$ cat config.mk
export PLATFORM = sky130hd
export DESIGN_NAME = mux_scan_sequencer
export DESIGN_NICKNAME = d
export VERILOG_FILES = /design/src/rtl/mux_scan_sequencer.sv
export SDC_FILE = /design/constraint.sdc
export NUM_CORES = 1
export LEC_CHECK = 0
export BUFFER_PORTS_ARGS = -buffer_cell sky130_fd_sc_hd__clkbuf_2
export CORE_AREA = 2 2 39 41
export CTS_CLUSTER_SIZE = 28
export DETAILED_ROUTE_END_ITERATION = 6
export DIE_AREA = 0 0 41 43
export SLEW_MARGIN = 20
export SYNTH_ARGS = -nofsm -noshare
export SYNTH_HDL_FRONTEND = slang
export SYNTH_SLANG_ARGS = --single-unit
$ cat constraint.sdc
create_clock -name clk -period 1.55 [get_ports clk]
set_input_delay 0.3875 -clock clk [delete_from_list [all_inputs] [get_ports clk]]
set_output_delay 0.3875 -clock clk [all_outputs]
set_load 0.1 [all_outputs]
$ cat src/rtl/mux_scan_sequencer.sv
// rtl/mux_scan_sequencer.sv - registered N:1 mux with loadable / round-robin scanning select
// Optional build macro MUX_SCAN_MASK_EN adds ch_mask to skip disabled channels while scanning.
module mux_scan_sequencer #(
    parameter int N     = 4,
    parameter int W     = 1,
    parameter int DWELL = 4,
    localparam int SW   = $clog2(N),
    localparam int CW   = (DWELL > 1) ? $clog2(DWELL) : 1
) (
    input  logic            clk,
    input  logic            rst,
    input  logic [N*W-1:0]  din,
    input  logic [SW-1:0]   sel_in,
    input  logic            load,
    input  logic            scan_en,
`ifdef MUX_SCAN_MASK_EN
    input  logic [N-1:0]    ch_mask,
`endif
    output logic [W-1:0]    d,
    output logic            d_valid,
    output logic [SW-1:0]   ch,
    output logic            wrap,
    output logic            sel_err
);

    typedef enum logic {HOLD = 1'b0, SCAN = 1'b1} state_t;

    state_t          state_q, state_d;
    logic [SW-1:0]   sel_q;
    logic [CW-1:0]   cnt_q;
    logic [W-1:0]    d_q;
    logic [SW-1:0]   ch_q;
    logic            d_valid_q, wrap_q, sel_err_q;

    logic            step_en, load_ok, load_bad;
    logic [SW-1:0]   nxt_sel;
    logic            nxt_wrap;

    always_ff @(posedge clk or posedge rst) begin
        if (rst) state_q <= HOLD;
        else     state_q <= state_d;
    end

    always_comb begin
        state_d = scan_en ? SCAN : HOLD;
    end

    // Entering SCAN steps on the same edge, so the dwell count starts at once.
    always_comb begin
        load_ok  = load && (int'(sel_in) < N);
        load_bad = load && (int'(sel_in) >= N);
        case (state_q)
            SCAN:    step_en = !load && scan_en;
            default: step_en = !load && (state_d == SCAN);
        endcase
    end

    always_comb begin
        nxt_sel  = sel_q;
        nxt_wrap = 1'b0;
`ifdef MUX_SCAN_MASK_EN
        begin
            int  idx;
            logic found;
            idx   = 0;
            found = 1'b0;
            for (int k = 1; k <= N; k++) begin
                idx = int'(sel_q) + k;
                if (idx >= N) idx = idx - N;
                if (!found && ch_mask[idx[SW-1:0]]) begin
                    found    = 1'b1;
                    nxt_sel  = idx[SW-1:0];
                    nxt_wrap = (int'(sel_q) + k) >= N;
                end
            end
        end
`else
        if (sel_q == SW'(N - 1)) begin
            nxt_sel  = '0;
            nxt_wrap = 1'b1;
        end else begin
            nxt_sel  = sel_q + 1'b1;
        end
`endif
    end

    always_ff @(posedge clk or posedge rst) begin
        if (rst) begin
            sel_q     <= '0;
            cnt_q     <= '0;
            d_q       <= '0;
            ch_q      <= '0;
            d_valid_q <= 1'b0;
            wrap_q    <= 1'b0;
            sel_err_q <= 1'b0;
        end else begin
            d_q       <= din[int'(sel_q)*W +: W];
            ch_q      <= sel_q;
            d_valid_q <= 1'b1;
            wrap_q    <= 1'b0;
            sel_err_q <= 1'b0;
            if (load_ok) begin
                sel_q <= sel_in;
                cnt_q <= '0;
            end else if (load_bad) begin
                sel_err_q <= 1'b1;
            end else if (step_en) begin
                if (cnt_q == CW'(DWELL - 1)) begin
                    cnt_q  <= '0;
                    sel_q  <= nxt_sel;
                    wrap_q <= nxt_wrap;
                end else begin
                    cnt_q <= cnt_q + 1'b1;
                end
            end
        end
    end

    assign d       = d_q;
    assign d_valid = d_valid_q;
    assign ch      = ch_q;
    assign wrap    = wrap_q;
    assign sel_err = sel_err_q;

endmodule

==> results by group, run 1 <==
Route
  • Drc violations: 0
  • Post-Route WL: 679 um
  • Routed WL per cell: 10.8 um
  • Vias/cell: 4.46
  • Vias: 281
  • Routed Antenna Nets: 0
  • First-iteration detailed-routing DRC count: 2
  • Drt pass-1 iters: 4

Synthesis
  • Syn. warnings: 0
  • Post-synth top area share: 56.8%
  • Synth Area in Adders: 6.31%
  • XOR/XNOR share of the synthesized area: 0%
  • Ys async rst share: 100%
  • Largest family of logic cells by synthesized area: simple AND/OR/NAND/NOR gates
  • Number of synthesized register bits: 9
  • Cell with the most instances after synthesis: dfrtp_1
  • Synth cell types: 20
  • Top cells by area, synth: dfrtp_1 (57%), ha_1 (6.3%), mux4_2 (5.7%)
  • Primary FF master, synth: dfrtp_1
  • Simple-gate share of the synthesized area: 15.8%
  • Syn Inst Count: 30
  • Commonest cells in the netlist: dfrtp_1 (9), conb_1 (2), ha_1 (2)
  • Register area share after synthesis: 56.8%
  • EDFF count, synth: 0
  • Post-synthesis mux area share: 8.20%
  • Synth Area in Compound Gates: 8.20%
  • Mapped Area: 397 um2
  • Post-Syn Nets: 42
  • Synth area leader: dfrtp_1
  • Syn_area_per_cell: 13.2 um2

Critical path
  • CP Data Arrival Time: 1.03 ns
  • WP buf/inv: 1
  • Worst setup path end: d_valid
  • Reg2reg path depth: 3
  • Number of cells on the critical path: 1
  • R2r setup slk: 0.22 ns
  • Reg2Reg Launch Point: sel_q[0]$_DFFE_PP0P_
  • CP max FO: 1
  • Crit path launch type: flop
  • Cell family with the largest share of critical-path delay: buffers and inverters
  • Critical path required time: 1.16 ns
  • CP max stage delay: 0.45 ns
  • Origin of the worst setup path: d_valid$_DFF_PP0_
  • Critical Path, Cell by Cell: clkbuf_2
  • Slowest CP cell: clkbuf_2
  • Crit. End Element: primary output
  • Crit path kind: flop to primary output
  • R2r endpoint: sel_q[1]$_DFFE_PP0P_

Timing
  • Clock Skew: 0.000883 ns
  • Worst Max-Slew Pin Slew: 0.539 ns
  • Fin worst setup slack: 0.136 ns
  • Rel. slew slack: 64.2%
  • # setup viols final: 0
  • Period minus WS final: 1.41 ns
  • Tcrit/Tclk final: 91.2%
  • Max Slew Vio Count: 0
  • Setup TNS: 0 ns
  • Max Fclk: 707 MHz
  • RSZ-0062 raised after global routing: no
  • Hold_ws: 0.0506 ns
  • Endpoints failing hold: 0

Global routing
  • Largest net degree at the start of global routing: 10
  • GRT Total Usage: 10.2%
  • Grt ovf: 0
  • First-pass GRT wire length: 1120 um
  • Vias in the first global route: 263
  • Antenna violations before repair: 0

Finish
  • Fillers: 154
  • Fraction of layout cells with a size suffix above 1: 40.4%
  • Nets: 60
  • Finished Cell Area: 510 um2
  • Area Growth Syn to Fin: 28.7%
  • Final core utilization: 36.9%
  • Ant. Diodes: 0

Place
  • Gp weighted congestion: 0.673
  • Input/output buffers: 14
  • Post-DP Area: 484 um2
  • Detailed placement HPWL: 552 um
  • Setup WS pre-CTS: 0.215 ns

Clocking
  • Clk sinks: 9
  • Clk Latency, worst-skew pair: 0.26 ns
  • Num CTS Buffers: 3
  • Hold-fix buffers, CTS: 0
  • Clk root buf: clkbuf_4
  • Post-CTS Repair Setup Buffers: 0
  • Clock transition at the registers of the reported paths: 0.06 ns
  • CTS tree: yes
  • Clk buf depth: 2
  • PostCTS Resize Cnt: 0
  • CTS H-tree lvls: 1

Power
  • Clock power share: 30.7%
  • Pwr/cell area: 1170 nW/um2
  • P_leak: 0.265 nW
  • P_int: 0.391 mW
  • Psw: 0.205 mW
  • Seq pwr share: 44.4%
  • Switching Share: 34.4%
  • Peak VDD IR: 0.300 mV
  • Comb pwr share: 25.0%

Hold path
  • Worst min path class: input port to asynchronous set/reset pin

Floorplan
  • Die Y: 43 um
  • CORE AREA: 1380 um2
  • Starting Density: 28.7%
  • Die Wd: 41 um
  • Site row count: 14
  • DIE AREA: 1760 um2
  • Io pins: 16

Run status
  • Status: finished clean

Flow run
  • Max_cap viols: 0
[through the flow]
step | power [mW] | cells
floorplan | 0.387 | 30
global route | 0.632 | 63
detailed placement | 0.420 | 59
global placement | 0.418 | 59
CTS | 0.605 | 63
finish | 0.596 | 63
[how the worst min path moves through the flow]
stage / start / to / slack (ns) / cells past startpoint
floorplan: rst / ch[0]$_DFF_PP0_ / 0.22 / 1
global placement: rst / d_valid$_DFF_PP0_ / 0.35 / 2
detailed placement: rst / d_valid$_DFF_PP0_ / 0.35 / 2
CTS: rst / d_valid$_DFF_PP0_ / 0.06 / 2
global route: rst / d_valid$_DFF_PP0_ / 0.07 / 2
finish: rst / d_valid$_DFF_PP0_ / 0.05 / 2
[layout by cell type (no fill, tap or decap)]
master    count
a21boi_0      1
a21oi_1       1
a221o_1       1
and3_1        1
and4bb_1      1
buf_4         2
clkbuf_1      1
clkbuf_2     12
clkbuf_4      3
conb_1        2
dfrtp_1       9
ha_1          2
inv_1         1
mux2i_1       1
mux4_2        1
nand2_1       1
nand2b_1      1
nor2_1        1
nor2b_1       1
nor3b_1       1
o31a_2        1
or2b_1        1
or3b_1        1
[sequential cells by signal, summed over array words and instances, names as in the netlist]
signal,flops
wrap,1
ch,2
d,1
d_valid,1
cnt_q,2
sel_q,2
[metal layers]
metal / track usage, % / vias up / part of all wire, %
met5: 0 / - / 0
met4: 10.0 / 0 / 2.1
met3: 3.14 / 2 / 8.8
met2: 11.9 / 18 / 47
met1: 13.7 / 123 / 42
li1: - / 138 / -
[kinds of logic after synthesis]
logic type | Yosys count
simple gates | 9
flops | 9
compound gates | 4
buf+inv | 2
mux | 2
fa+ha+maj | 2
other cells | 2
[cell type report]
cell class                      count  area [um2]  area share (%)
Timing Repair Buffer               14        75.1            14.7
Clock buffer                        4        26.3            5.15
Multi-Input combinational cell     19         160            31.4
Sequential cell                     9         225            44.1
Inverter                            1        3.75           0.735
Tap cell                           16        20.0            3.92
[power by group through the flow]
stage | Clock [mW] | Sequential, mW | Combinational, mW
after floorplan | 0 | 0.342 | 0.0444
after global placement | 0 | 0.268 | 0.150
after detailed placement | 0 | 0.269 | 0.151
after CTS | 0.190 | 0.265 | 0.150
after global routing | 0.207 | 0.267 | 0.159
final | 0.183 | 0.264 | 0.149
No activity file was read; power rests on OpenSTA's default activity.
==> run 2, diff against run 1 <==
Settings changed: ABC_AREA from default to 1.
==> run 2 against run 1 <==
  * Fmax up 0.35%
  * Sequential power up 7%
  * Via count up 16%
  * Power up 12%
  * Worst hold slack better by 0.0047 ns
  * Worst setup slack better by 0.0049 ns
  * Clock power down 7%
  * Clock skew about the same
  * Global-route usage down 1.7 points
  * First-iteration DRC count unchanged
  * Core utilization up 1.1 points
==> results by group, run 2 <==
Timing
  • Rel. slew slack: 64.2% (about the same)
  • # setup viols final: 0 (unchanged)
  • Tcrit/Tclk final: 90.9% (-0.32 points)
  • Worst Max-Slew Pin Slew: 0.539 ns (-0.000135 ns)
  • Clock Skew: 0.00118 ns (+0.000300 ns)
  • Endpoints failing hold: 0 (unchanged)
  • Max Fclk: 710 MHz (+0.35%)
  • Setup TNS: 0 ns (unchanged)
  • Period minus WS final: 1.41 ns (-0.00495 ns)
  • Max Slew Vio Count: 0 (unchanged)
  • RSZ-0062 raised after global routing: no

Clocking
  • Post-CTS Repair Setup Buffers: 0 (unchanged)
  • CTS tree: yes
  • CTS H-tree lvls: 1 (unchanged)
  • Clock transition at the registers of the reported paths: 0.06 ns (about the same)
  • Clk Latency, worst-skew pair: 0.25 ns (about the same)
  • Clk root buf: clkbuf_4
  • PostCTS Resize Cnt: 0 (unchanged)
  • Clk buf depth: 2 (unchanged)
  • Hold-fix buffers, CTS: 0 (unchanged)
  • Num CTS Buffers: 3 (unchanged)
  • Clk sinks: 9 (unchanged)

Synthesis
  • XOR/XNOR share of the synthesized area: 2.10% (+2.1 points)
  • Register area share after synthesis: 54.1% (-2.7 points)
  • Synth Area in Compound Gates: 1.20% (-7.0 points)
  • Synth area leader: dfrtp_1
  • Post-synthesis mux area share: 0% (-8.2 points)
  • Ys async rst share: 100% (unchanged)
  • Syn_area_per_cell: 8.50 um2 (-36%)
  • Post-Syn Nets: 61 (+45%)
  • Top cells by area, synth: dfrtp_1 (54%), nand2_1 (14%), ha_1 (6.0%)
  • Commonest cells in the netlist: nand2_1 (16), dfrtp_1 (9), inv_1 (6)
  • Synth cell types: 13 (-35%)
  • Simple-gate share of the synthesized area: 26.7% (+11 points)
  • Syn Inst Count: 49 (+63%)
  • Post-synth top area share: 54.1% (-2.7 points)
  • Primary FF master, synth: dfrtp_1
  • Mapped Area: 417 um2 (+5.0%)
  • Synth Area in Adders: 6.01% (-0.30 points)
  • Syn. warnings: 0 (unchanged)
  • Cell with the most instances after synthesis: nand2_1
  • Largest family of logic cells by synthesized area: simple AND/OR/NAND/NOR gates
  • Number of synthesized register bits: 9 (unchanged)
  • EDFF count, synth: 0 (unchanged)

Route
  • Post-Route WL: 623 um (-8.2%)
  • Vias: 326 (+16%)
  • Routed WL per cell: 7.60 um (-30%)
  • First-iteration detailed-routing DRC count: 2 (unchanged)
  • Drt pass-1 iters: 2 (-2)
  • Routed Antenna Nets: 0 (unchanged)
  • Vias/cell: 3.98 (-11%)
  • Drc violations: 0 (unchanged)

Hold path
  • Worst min path class: input port to asynchronous set/reset pin

Critical path
  • CP max stage delay: 0.45 ns (about the same)
  • WP buf/inv: 1 (unchanged)
  • Worst setup path end: wrap
  • Cell family with the largest share of critical-path delay: buffers and inverters
  • Reg2reg path depth: 5 (+2)
  • Reg2Reg Launch Point: sel_q[0]$_DFFE_PP0P_
  • CP max FO: 1 (unchanged)
  • Crit path kind: flop to primary output
  • Slowest CP cell: clkbuf_2
  • R2r setup slk: 0.48 ns (+0.26 ns)
  • CP Data Arrival Time: 1.02 ns (about the same)
  • Critical Path, Cell by Cell: clkbuf_2
  • Crit path launch type: flop
  • Crit. End Element: primary output
  • R2r endpoint: sel_q[1]$_DFFE_PP0P_
  • Origin of the worst setup path: wrap$_DFF_PP0_
  • Number of cells on the critical path: 1 (unchanged)
  • Critical path required time: 1.16 ns (about the same)

Finish
  • Fillers: 148 (-3.9%)
  • Fraction of layout cells with a size suffix above 1: 30.3% (-10 points)
  • Finished Cell Area: 526 um2 (+2.9%)
  • Multi-input combinational cell area: 158 um2 (-1.6%)
  • Register area: 225 um2 (unchanged)
  • Ant. Diodes: 0 (unchanged)
  • Nets: 79 (+32%)
  • Commonest non-fill, non-tap cell in the layout: nand2_1
  • Most frequent cells in the layout: nand2_1 (16), clkbuf_2 (14), dfrtp_1 (9), inv_1 (6), nand3_1 (4)
  • Area Growth Syn to Fin: 26.1%

Power
  • P_leak: 0.313 nW (+18%)
  • Pwr/cell area: 1270 nW/um2 (+8.9%)
  • Peak VDD IR: 0.329 mV (+9.7%)

Floorplan
  • CORE AREA: 1380 um2 (unchanged)
  • Io pins: 16 (unchanged)
  • Site row count: 14 (unchanged)
  • Die Y: 43 um (unchanged)
  • Die Wd: 41 um (unchanged)
  • DIE AREA: 1760 um2 (unchanged)
  • Starting Density: 30.1% (+1.4 points)

Global routing
  • Antenna violations before repair: 0 (unchanged)
  • Vias in the first global route: 265 (+0.76%)
  • First-pass GRT wire length: 1030 um (-8.5%)
  • GRT Total Usage: 8.50% (-1.7 points)
  • Grt ovf: 0 (unchanged)
  • Largest net degree at the start of global routing: 10 (unchanged)

Place
  • Gp weighted congestion: 0.733 (+8.8%)
  • Post-DP Area: 499 um2 (+3.1%)
  • Input/output buffers: 14 (unchanged)
  • Detailed placement HPWL: 506 um (-8.3%)

Flow run
  • Max_cap viols: 0 (unchanged)

Run status
  • Status: finished clean
[run 2: changes by cell type after synthesis, sizes merged, moves of 2 or more]
cell,change
nand2,+17
inv,+6
nand3,+4
nor2,+2
[run 2: worst min-delay path by stage]
stage | to | slack (ns) | cells after the start
floorplan | ch[0]$_DFF_PP0_ | 0.22 | 1
global placement | ch[0]$_DFF_PP0_ | 0.33 | 2
detailed placement | d_valid$_DFF_PP0_ | 0.34 | 2
CTS | sel_q[0]$_DFFE_PP0P_ | 0.06 | 2
global route | ch[0]$_DFF_PP0_ | 0.08 | 2
finish | d_valid$_DFF_PP0_ | 0.06 | 2
[run 2: layout make-up]
type / instances / area share [%]
inverter: 7 / 5.00
sequential: 9 / 42.9
timing repair buffer: 14 / 13.3
clock buffer: 4 / 5.00
multi-input combinational: 32 / 30.0
tap: 16 / 3.81
[run 2: power breakdown]
part	internal, mW	switching, mW	leakage (nW)
clock network	0.0986	0.0726	0.0150
logic	0.0429	0.170	0.185
registers	0.264	0.0199	0.113
total	0.405	0.263	0.313
[run 2: kinds of logic after synthesis]
| group | count (synthesis) |
|---|---|
| compound gates | 1 |
| buf+inv | 8 |
| simple gates | 26 |
| fa+ha+maj | 2 |
| flops | 9 |
| other cells | 2 |
| xor+xnor | 1 |
[run 2: stage by stage]
stage                     setup WS [ns]  hold WS (ns)  std cells  utilization, %  power [mW]
final                             0.141        0.0553         82            38.0       0.668
after global routing             0.0824        0.0845         82            38.0       0.712
after CTS                         0.125        0.0608         82            38.0       0.680
after detailed placement          0.408         0.338         78            36.1       0.503
after global placement            0.416         0.326         78            36.1       0.502
after floorplan                   0.279         0.215         49               -       0.463
[run 2: layer usage]
metal | GRT usage (%) | up-vias | share of wire [%]
li1 | - | 177 | -
met5 | 0 | - | 0
met3 | 1.57 | 2 | 8.5
met2 | 11.6 | 13 | 41
met1 | 11.6 | 134 | 47
met4 | 6.00 | 0 | 2.7
==> run 3, diff against run 2 <==
Settings changed: GPL_TIMING_DRIVEN from default to 0, PLACE_DENSITY from default to 0.57.
==> run 3 against run 2 <==
  * Clock skew hardly changed
  * Worst hold slack improved by 0.0081 ns
  * Combinational power about the same
  * First-iteration DRC count grew to 3.0 times the previous value
  * Final cell count up 1.2%
  * Sequential power hardly changed
  * Die area did not move
  * Fmax up 0.22%
  * Non-clock buffer count up 1
  * Largest cell class unchanged
  * Critical path type unchanged
  * Sequential share of layout area decreased by 0.60 points
  * Register-to-register slack is essentially flat
==> results by group, run 3 (synthesis results as in run 2) <==
Floorplan
  • Site row count: 14 (unchanged)
  • DIE AREA: 1760 um2 (unchanged)
  • Starting Density: 30.1% (unchanged)
  • CORE AREA: 1380 um2 (unchanged)
  • Die Y: 43 um (unchanged)
  • Io pins: 16 (unchanged)
  • Die Wd: 41 um (unchanged)

Finish
  • Ant. Diodes: 0 (unchanged)
  • Fraction of layout cells with a size suffix above 1: 31.3% (+1.0 points)
  • Area Growth Syn to Fin: 27.9%
  • Finished Cell Area: 533 um2 (+1.4%)
  • Nets: 80 (+1.3%)
  • Commonest non-fill, non-tap cell in the layout: nand2_1
  • Most frequent cells in the layout: nand2_1 (16), clkbuf_2 (14), dfrtp_1 (9), inv_1 (6), nand3_1 (4)

Timing
  • Worst Max-Slew Pin Slew: 0.538 ns (-0.000990 ns)
  • Clock Skew: 0.00120 ns (+0.0000181 ns)
  • Period minus WS final: 1.41 ns (-0.00306 ns)
  • Max Fclk: 711 MHz (+0.22%)
  • Rel. slew slack: 64.3% (+0.066 points)
  • Setup TNS: 0 ns (unchanged)
  • Hold_ws: 0.0634 ns (+0.00814 ns)
  • Max Slew Vio Count: 0 (unchanged)
  • Tcrit/Tclk final: 90.7% (-0.20 points)
  • Endpoints failing hold: 0 (unchanged)
  • # setup viols final: 0 (unchanged)
  • RSZ-0062 raised after global routing: no

Global routing
  • Largest net degree at the start of global routing: 10 (unchanged)
  • First-pass GRT wire length: 1140 um (+11%)
  • GRT Total Usage: 9.48% (+0.97 points)
  • Vias in the first global route: 285 (+7.5%)
  • Antenna violations before repair: 0 (unchanged)
  • Grt ovf: 0 (unchanged)

Critical path
  • CP max stage delay: 0.45 ns (about the same)
  • Crit. End Element: primary output
  • Critical path required time: 1.16 ns (about the same)
  • Slowest CP cell: clkbuf_2
  • CP Data Arrival Time: 1.02 ns (about the same)
  • Critical Path, Cell by Cell: clkbuf_2
  • Crit path launch type: flop
  • Crit path kind: flop to primary output
  • WP buf/inv: 1 (unchanged)
  • CP max FO: 1 (unchanged)
  • Cell family with the largest share of critical-path delay: buffers and inverters

Clocking
  • Clk Latency, worst-skew pair: 0.25 ns (about the same)
  • Clock transition at the registers of the reported paths: 0.06 ns (about the same)
  • Clk sinks: 9 (unchanged)
  • Post-CTS Repair Setup Buffers: 0 (unchanged)
  • Hold-fix buffers, CTS: 0 (unchanged)
  • PostCTS Resize Cnt: 0 (unchanged)
  • Num CTS Buffers: 3 (unchanged)
  • Clk root buf: clkbuf_4
  • CTS tree: yes
  • Clk buf depth: 2 (unchanged)
  • CTS H-tree lvls: 1 (unchanged)

Route
  • Drc violations: 0 (unchanged)
  • Routed WL per cell: 7.73 um (+1.8%)
  • Drt pass-1 iters: 4 (+2)
  • Vias/cell: 4.06 (+2.1%)
  • First-iteration detailed-routing DRC count: 6 (+4)
  • Post-Route WL: 642 um (+3.0%)
  • Routed Antenna Nets: 0 (unchanged)
  • Vias: 337 (+3.4%)

Power
  • Peak VDD IR: 0.287 mV (-13%)
  • Pwr/cell area: 1250 nW/um2 (-1.3%)
  • P_leak: 0.319 nW (+1.7%)

Run status
  • Status: finished clean

Place
  • Input/output buffers: 14 (unchanged)
  • Post-DP Area: 507 um2 (+1.5%)
  • Detailed placement HPWL: 523 um (+3.5%)
  • Gp weighted congestion: 0.763 (+4.1%)

Hold path
  • Worst min path class: input port to asynchronous set/reset pin

Flow run
  • Max_cap viols: 0 (unchanged)
[run 3: cell count changes in the layout (fill, tap and decap cells not counted), sizes merged]
cell	before	now
buf	0	1
[run 3: path summary, 6_finish.rpt]
| path | from | endpoint | slack, ns | cells after the start |
|---|---|---|---|---|
| max | d$_DFF_PP0_ | d | 0.14 | 1 |
| min | rst | wrap$_DFF_PP0_ | 0.06 | 2 |
| min in group clk | sel_in[1] | sel_q[1]$_DFFE_PP0P_ | 0.43 | 5 |
| max in group asynchronous | rst | ch[0]$_DFF_PP0_ | 1.24 | 2 |
| max reg2reg | sel_q[0]$_DFFE_PP0P_ | sel_q[1]$_DFFE_PP0P_ | 0.49 | 5 |
| min reg2reg | sel_q[1]$_DFFE_PP0P_ | ch[1]$_DFF_PP0_ | 0.46 | 0 |
[run 3: where the power goes]
group          switching [mW]  internal, mW  total, mW  leakage (nW)
clock                  0.0712        0.0985      0.170        0.0150
sequential             0.0196         0.264      0.283         0.113
combinational           0.171        0.0448      0.216         0.191
[run 3: layout make-up]
cell class                      count  area (um2)
Multi-Input combinational cell     32         158
Buffer                              1        7.51
Inverter                            7        26.3
Tap cell                           16        20.0
Fill cell                         152         851
Sequential cell                     9         225
Timing Repair Buffer               14        70.1
Clock buffer                        4        26.3
[run 3: per-stage QoR]
stage | cells | power (mW) | setup slack, ns | util, %
2_1_floorplan | 49 | 0.463 | 0.279 | -
3_3_place_gp | 79 | 0.503 | 0.414 | 36.6
3_5_place_dp | 79 | 0.506 | 0.405 | 36.6
4_1_cts | 83 | 0.682 | 0.125 | 38.5
5_1_grt | 83 | 0.717 | 0.0894 | 38.5
6_report | 83 | 0.669 | 0.144 | 38.5
[run 3: per-layer routing]
metal	global-route usage (%)	wire length, um
met1	13.0	290
met2	12.2	297
met5	0	0
met3	1.57	54
met4	8.00	0
